===== src/rtl/keypad_scanner_pkg.sv =====
// ----------------------------------------------------------------------------
// keypad_scanner_pkg: keypad FSM encodings, defaults and calculator key codes.
// Revision 1.0
// ----------------------------------------------------------------------------
`default_nettype none

package keypad_scanner_pkg;

  localparam logic [1:0] KP_SCAN     = 2'd0;
  localparam logic [1:0] KP_DEBOUNCE = 2'd1;
  localparam logic [1:0] KP_PRESENT  = 2'd2;
  localparam logic [1:0] KP_RELEASE  = 2'd3;

  localparam int KP_DEBOUNCE_DEFAULT = 4;

  // Key code = row*4 + col for the calculator legend printed on the keypad.
  localparam logic [3:0] KC_7   = 4'h0;
  localparam logic [3:0] KC_8   = 4'h1;
  localparam logic [3:0] KC_9   = 4'h2;
  localparam logic [3:0] KC_DIV = 4'h3;
  localparam logic [3:0] KC_4   = 4'h4;
  localparam logic [3:0] KC_5   = 4'h5;
  localparam logic [3:0] KC_6   = 4'h6;
  localparam logic [3:0] KC_MUL = 4'h7;
  localparam logic [3:0] KC_1   = 4'h8;
  localparam logic [3:0] KC_2   = 4'h9;
  localparam logic [3:0] KC_3   = 4'hA;
  localparam logic [3:0] KC_SUB = 4'hB;
  localparam logic [3:0] KC_CLR = 4'hC;
  localparam logic [3:0] KC_0   = 4'hD;
  localparam logic [3:0] KC_EQ  = 4'hE;
  localparam logic [3:0] KC_ADD = 4'hF;

  // Lowest-index active-low row wins when several rows are pulled down.
  function automatic logic [1:0] lowest_low_row(input logic [3:0] rs);
    logic [1:0] idx;
    idx = 2'd0;
    for (int i = 3; i >= 0; i--) begin
      if (!rs[i]) idx = 2'(i);
    end
    return idx;
  endfunction

endpackage

`default_nettype wire


===== src/rtl/keypad_scanner_sync2.sv =====
// ----------------------------------------------------------------------------
// sync2: parameterized-width two-flop synchronizer, resets to all ones.
// Revision 1.0
// ----------------------------------------------------------------------------
`default_nettype none

module sync2 #(
  parameter int WIDTH = 4
) (
  input  logic             clk,
  input  logic             rst,
  input  logic [WIDTH-1:0] i_d,
  output logic [WIDTH-1:0] o_q
);

  logic [WIDTH-1:0] r_meta;
  logic [WIDTH-1:0] r_sync;

  always_ff @(posedge clk or posedge rst) begin
    if (rst) begin
      r_meta <= {WIDTH{1'b1}};
      r_sync <= {WIDTH{1'b1}};
    end else begin
      r_meta <= i_d;
      r_sync <= r_meta;
    end
  end

  assign o_q = r_sync;

endmodule

`default_nettype wire


===== src/rtl/keypad_scanner.sv =====
// ----------------------------------------------------------------------------
// keypad_scanner: 4x4 matrix scan with debounce, one key code per press.
// Revision 1.0
// ----------------------------------------------------------------------------
`default_nettype none

module keypad_scanner
  import keypad_scanner_pkg::*;
#(
  parameter int DEBOUNCE = KP_DEBOUNCE_DEFAULT,
  parameter int DW       = 8
) (
  input  logic       CLK,
  input  logic       CLEAR,
  input  logic       TICK,
  input  logic [3:0] ROW,
  output logic [3:0] COL,
  output logic [3:0] KEY_CODE,
  output logic       KEY_VALID,
  input  logic       KEY_READY
);

  localparam logic [DW-1:0] c_CNT_LAST = DW'(DEBOUNCE - 1);
  localparam logic [DW-1:0] c_CNT_MAX  = {DW{1'b1}};

  logic [3:0]    w_rs;
  logic          w_press;
  logic          w_cnt_last;
  logic [DW-1:0] w_cnt_inc;

  logic [1:0]    r_state;
  logic [1:0]    r_col;
  logic [1:0]    r_row;
  logic [3:0]    r_pat;
  logic [DW-1:0] r_cnt;
  logic [3:0]    r_code;

  sync2 #(.WIDTH(4)) u_row_sync (
    .clk (CLK),
    .rst (CLEAR),
    .i_d (ROW),
    .o_q (w_rs)
  );

  assign w_press    = (w_rs != 4'hF);
  assign w_cnt_last = (r_cnt == c_CNT_LAST);
  assign w_cnt_inc  = (r_cnt == c_CNT_MAX) ? r_cnt : r_cnt + 1'b1;

  always_ff @(posedge CLK or posedge CLEAR) begin
    if (CLEAR) begin
      r_state <= KP_SCAN;
      r_col   <= 2'd0;
      r_row   <= 2'd0;
      r_pat   <= 4'hF;
      r_cnt   <= '0;
      r_code  <= 4'h0;
    end else begin
      case (r_state)
        KP_SCAN: begin
          if (TICK) begin
            if (w_press) begin
              r_pat   <= w_rs;
              r_row   <= lowest_low_row(w_rs);
              r_cnt   <= '0;
              r_state <= KP_DEBOUNCE;
            end else begin
              r_col <= r_col + 2'd1;
            end
          end
        end
        KP_DEBOUNCE: begin
          if (TICK) begin
            if (w_rs == r_pat) begin
              if (w_cnt_last) begin
                r_code  <= {r_row, r_col};
                r_state <= KP_PRESENT;
              end else begin
                r_cnt <= w_cnt_inc;
              end
            end else begin
              r_col   <= r_col + 2'd1;
              r_state <= KP_SCAN;
            end
          end
        end
        // Acceptance takes priority; a coincident TICK is deliberately dropped.
        KP_PRESENT: begin
          if (KEY_READY) begin
            r_cnt   <= '0;
            r_state <= KP_RELEASE;
          end
        end
        KP_RELEASE: begin
          if (TICK) begin
            if (w_press) begin
              r_cnt <= '0;
            end else if (w_cnt_last) begin
              r_col   <= r_col + 2'd1;
              r_state <= KP_SCAN;
            end else begin
              r_cnt <= w_cnt_inc;
            end
          end
        end
        default: r_state <= KP_SCAN;
      endcase
    end
  end

  assign COL       = ~(4'b0001 << r_col);
  assign KEY_CODE  = r_code;
  assign KEY_VALID = (r_state == KP_PRESENT);

endmodule

`default_nettype wire


===== config.mk =====
export PLATFORM = sky130hd
export DESIGN_NAME = keypad_scanner
export DESIGN_NICKNAME = d
export VERILOG_FILES = /design/src/rtl/keypad_scanner_pkg.sv /design/src/rtl/keypad_scanner_sync2.sv /design/src/rtl/keypad_scanner.sv
export SDC_FILE = /design/constraint.sdc
export NUM_CORES = 1
export LEC_CHECK = 0
export ABC_AREA = 0
export BUFFER_PORTS_ARGS = -buffer_cell sky130_fd_sc_hd__buf_2
export CORE_UTILIZATION = 50
export CTS_BUF_LIST = sky130_fd_sc_hd__clkbuf_8 sky130_fd_sc_hd__clkbuf_16
export DETAILED_ROUTE_END_ITERATION = 7
export GPL_TIMING_DRIVEN = 0
export PLACE_DENSITY = 0.81
export SLEW_MARGIN = 20
export SYNTH_ARGS = -nofsm -noshare
export SYNTH_HDL_FRONTEND = slang
export SYNTH_HIERARCHICAL = 1
export SYNTH_SLANG_ARGS = --single-unit
export TNS_END_PERCENT = 20

===== constraint.sdc =====
create_clock -name CLK -period 2.9 [get_ports CLK]
set_input_delay 0.145 -clock CLK [delete_from_list [all_inputs] [get_ports CLK]]
set_output_delay 0.145 -clock CLK [all_outputs]
set_load 0.02 [all_outputs]

== Word-level counts from Yosys, hierarchy flattened ==
Index checks and enable logic that the tools add are counted.
Storage, ports and cells
  output and inout port bits: 9
  bits in registers: 30
  word-level logic and storage cells: 69
Cells by class
  eq/ne operators: 18
  reductions and logical operators: 7
  add/sub/neg operators: 2
  bitwise operators: 1
  shift operators: 1
  mux-type cells: 32
Operator list (count)
  2-to-1 mux 8 bit: 9
  2-to-1 mux 2 bit: 20
  case mux 8 bit (4 select lines): 1
  inequality test 2 bit, second input constant: 9
  AND reduction 8 bit: 2
  adder 8 x 1 -> 8 bit, second input constant: 1
  == test 8 x 2 -> 1 bit, second input constant: 1
  == test 8 bit, second input constant: 1
  case mux 2 bit (4 select lines): 1
  case mux 2 bit (3 select lines): 1
  AND reduction 6 bit: 1
  == test 2 bit, second input constant: 2
  == test 4 bit: 1
  inequality test 4 bit, second input constant: 1
  inverter 4 bit: 1
  AND reduction 4 bit: 1
  << shifter 1 x 2 -> 4 bit, first input constant: 1
  inequality test 3 bit, second input constant: 1
  AND reduction 3 bit: 1
  nonzero test 3 bit: 1
  adder 2 x 1 -> 2 bit, second input constant: 1
  == test 2 x 1 -> 1 bit, second input constant: 1
  logical NOT 2 bit: 1
  inequality test 2 x 1 -> 1 bit, second input constant: 1

== Depth between registers and ports, before layout ==
  depth after elaboration: 6
  depth in mapped cells: 6
  depth with buffers taken out: 6

== Hierarchy ==
Netlist, hierarchy kept.
Modules (own cells, without submodules)
  keypad_scanner: times used 1, area an instance 1317.5 um^2, cells an instance 134
  sync2: times used 1, area an instance 214.0 um^2, cells an instance 9

== Worst setup path after synthesis ==
No wires, ideal clock.
  path kind: register -> register
  start point: register r_cnt[0]
  end point: register r_code[0], in the netlist KEY_CODE[0]
  clock period less this slack: 2.064 ns
  arrival: 1.939 ns
  stages on the path, launching flop included: 7
  path slack: 0.836 ns
  setup time: 0.125 ns
  data required time: 2.775 ns
  path through: dfrtp_1 ha_1 or4b_4 nor4_4 and3_1 buf_2 mux2_2
Between the ends
  cells in the longest elaborated chain, start to end: 2
RTL lines
  start: declaration: line keypad_scanner.sv:35  | logic [DW-1:0] r_cnt;
  start signal: assignment: line keypad_scanner.sv:78  | r_cnt <= w_cnt_inc;
  start signal: assignment: line keypad_scanner.sv:101  | r_cnt <= w_cnt_inc;
  == test 8 x 2 -> 1 bit: line keypad_scanner.sv:46  | assign w_cnt_last = (r_cnt == c_CNT_LAST);
  AND reduction 4 bit (no line)
  end signal: assignment: line keypad_scanner.sv:75  | r_code <= {r_row, r_col};
  end: declaration: line keypad_scanner.sv:36  | logic [3:0] r_code;
Every way passes these cells.
A chain may end at the register's enable or synchronous reset.

== Worst setup path in the final report ==
  start point: register r_cnt[0]
  end point: register r_col[1]
Between the ends
  cells in the longest elaborated chain, start to end: 3
RTL lines
  == test 8 x 2 -> 1 bit: line keypad_scanner.sv:46
  inequality test 2 bit (no line)
  AND reduction 8 bit (no line)
  end signal: assignment: line keypad_scanner.sv:67  | r_col <= r_col + 2'd1;
  end signal: assignment: line keypad_scanner.sv:81  | r_col <= r_col + 2'd1;
  end signal: assignment: line keypad_scanner.sv:98  | r_col <= r_col + 2'd1;
  end: declaration: line keypad_scanner.sv:32  | logic [1:0] r_col;
Every way passes these cells.

==> out/results.tsv <==
metric	value	unit
outcome	finished with violations	
violations	DRC	
cp-end-kind	flip-flop	
r2r_start	r_cnt[0]	
period_share	76.92	%
finalHoldViolCount	0	
fin_nets	183	
setup_viol	0	
clk_path_buf_depth	2	
detailedRoute.firstPassIterationCount	6	
synthArstFlopShare	100.0	%
worst_skew_pair.late_latency	0.28	ns
preCtsSetupSlack	0.6640	ns
finalCriticalPeriod	2.231	ns
drv_slew	0	
crit_fanout	7	
power	1.465	mW
critPathTopFamily	simple AND/OR/NAND/NOR gates	
r2r_end	r_col[1]	
power_leakage	0.8261	nW
cp.buffers_inverters	0	
ys_seq_elements	30	
ir_worst_vdd	0.4220	mV
cp_slowest_cell	or4b_4	
cp.required	3.07	ns
num_antenna_cells	0	
critical_path_class	flip-flop to flip-flop	
grt_max_degree	23	
route.detailed.drc	2	
core_area	2829	um^2
grt_pass1_wl	4.533	mm
grt_pass1_vias	1079	
yosysTopAreaCellShare	29.41	%
portBuffers	16	
cts.clk_slew.worst_paths	0.07	ns
die_area	3288	um^2
drtIter0Drc	38	
vias	1159	
hpwlAfterDp	1.960	mm
synthCells	143	
synth.largest_area_cell	dfrtp_1	
grt.overflow.total	0	
root_buffer	clkbuf_8	
die_y	57.35	um
syn_nets	156	
rows	19	
cts_resized	0	
routedWlPerCell	13.37	um
hp-class	input pin to async pin	
antenna_found_initial	0	
synth_edf_count	0	
max_slew_margin	46.21	%
wl	2.700	mm
syn_avg_cell_area	10.71	um^2
tightest_slew	0.8060	ns
dp_cells	190	
place_congestion	0.8619	
ios	17	
drtAntennaViolNets	0	
rsz0062_at_grt	false	
die_w	57.35	um
hold-worst-slack	0.02699	ns
r2r_cells	6	
finalNonFillerCells	202	
fin_tns_setup	0	ns
track_usage	18.38	%
seq_area_frac_synth	50.00	%
synth_cell_type_count	43	
clock_skew	0.008368	ns
ys.warnings.count	6	
cts_tree	built	
cap_violations	0	
cp_cell_sequence	ha_1 -> or4b_4 -> nor4_4 -> a21oi_1 -> o32ai_2 -> mux2_1	
numCtsBuffers	5	
via_per_inst	5.738	
initial_core_util	54.14	%
syn_to_final_growth	15.77	%
htreeDepth	2	
cellPowerDensity	826.3	nW/um^2
dominantRegCellSynth	dfrtp_1	
synthTopCellsByArea	dfrtp_1, dfstp_2, mux2_2, ha_1, a21oi_1	
synth_area	1531	um^2
worstPathArrival	2.40	ns
max_stage_delay	0.52	ns
reg2reg_slack	0.67	ns
start_kind	flip-flop	
cts.sinks	30	
max_freq	448.3	MHz
setup_slack	0.6692	ns
drive_gt1_share	30.99	%
logic make-up after synthesis:
logic type      after synthesis  share of synthesized area [%]
compound gates               35                          15.44
fa+ha+maj                     5                          4.085
buf+inv                      17                          4.575
simple gates                 42                          16.50
flops                        30                          50.00
xor+xnor                      5                          2.859
mux                           9                          6.536
state kept, by name, summed over array words and instances (netlist names), named ones only:
register / count
r_col: 2
u_row_sync/r_meta: 4
u_row_sync/o_q: 4
r_state: 1
r_pat: 4
r_cnt: 8
r_row: 2
KEY_CODE: 4
worst max-delay path by stage:
stage / slack, ns / endpoint / cells after the start / start
after floorplan: 0.84 / KEY_CODE[0] / 6 / r_cnt[0]
after global placement: 0.69 / KEY_CODE[1] / 6 / r_cnt[0]
after detailed placement: 0.66 / r_col[1] / 6 / r_cnt[0]
after CTS: 0.66 / r_col[1] / 6 / r_cnt[0]
after global routing: 0.52 / KEY_CODE[1] / 6 / r_cnt[0]
final: 0.67 / r_col[1] / 6 / r_cnt[0]
layout make-up:
| cell class | count | area (um^2) |
|---|---|---|
| Tap cell | 31 | 38.79 |
| Inverter | 13 | 48.80 |
| Multi-Input combinational cell | 96 | 695.7 |
| Clock buffer | 5 | 68.82 |
| Sequential cell | 30 | 765.7 |
| Clock inverter | 3 | 13.76 |
| Fill cell | 226 | 1056 |
| Timing Repair Buffer | 20 | 120.1 |
| Buffer | 4 | 21.27 |
stage by stage:
step | utilization, % | cell area (um^2)
after floorplan | - | 1531
after global placement | 58.34 | 1650
after detailed placement | 58.34 | 1650
after CTS | 62.67 | 1773
after global routing | 62.67 | 1773
final | 62.67 | 1773
worst register-to-register path: cells and delay by family (launching register included):
kind                     cells  cell delay (ns)
AO/OA/AOI/OAI                2             0.33
adder cells (fa/ha/maj)      1             0.28
flip-flops                   1             0.38
AND/OR/NAND/NOR              2             0.77
multiplexers                 1             0.35
layer usage:
layer	wire [um]	track usage [%]
met2	1379	31.56
met3	111	5.442
met1	1166	21.54
met5	0	0
met4	42	7.317
cell usage after synthesis, types with 2 or more instances:
cell,count
a21boi_0,2
a21oi_1,12
a31oi_1,2
a41oi_1,3
and2_1,5
buf_2,2
dfrtp_1,18
dfstp_2,12
ha_1,5
inv_1,13
mux2_2,7
nand2_1,13
nand3_1,3
nand4_1,4
nor2_1,6
o21ai_0,5
o31ai_1,2
xor2_1,4
cells in the final DEF, fill, tap and decap left out, types with 2 or more instances in the layout:
| master | count |
|---|---|
| xor2_1 | 4 |
| o21ai_0 | 5 |
| nor2_1 | 6 |
| and2_1 | 5 |
| ha_1 | 5 |
| clkinv_2 | 2 |
| mux2_2 | 7 |
| dlygate4sd3_1 | 4 |
| a31oi_1 | 2 |
| nand3_1 | 3 |
| nand2_1 | 13 |
| a21boi_0 | 2 |
| a21oi_1 | 12 |
| dfstp_2 | 12 |
| o31ai_1 | 2 |
| inv_1 | 14 |
| a41oi_1 | 3 |
| dfrtp_1 | 18 |
| buf_2 | 18 |
| clkbuf_8 | 5 |
| nand4_1 | 4 |
timing repair:
action,CTS,global route
setup buffers,0,0
hold buffers,4,0
endpoints found under the hold margin,4,0
report_power, final:
group	switching [mW]	total (mW)	internal (mW)
Clock	0.146	0.308	0.162
Sequential	0.0937	0.639	0.545
Combinational	0.293	0.518	0.225
Total	0.533	1.46	0.932
No activity file was read; power rests on OpenSTA's default activity.
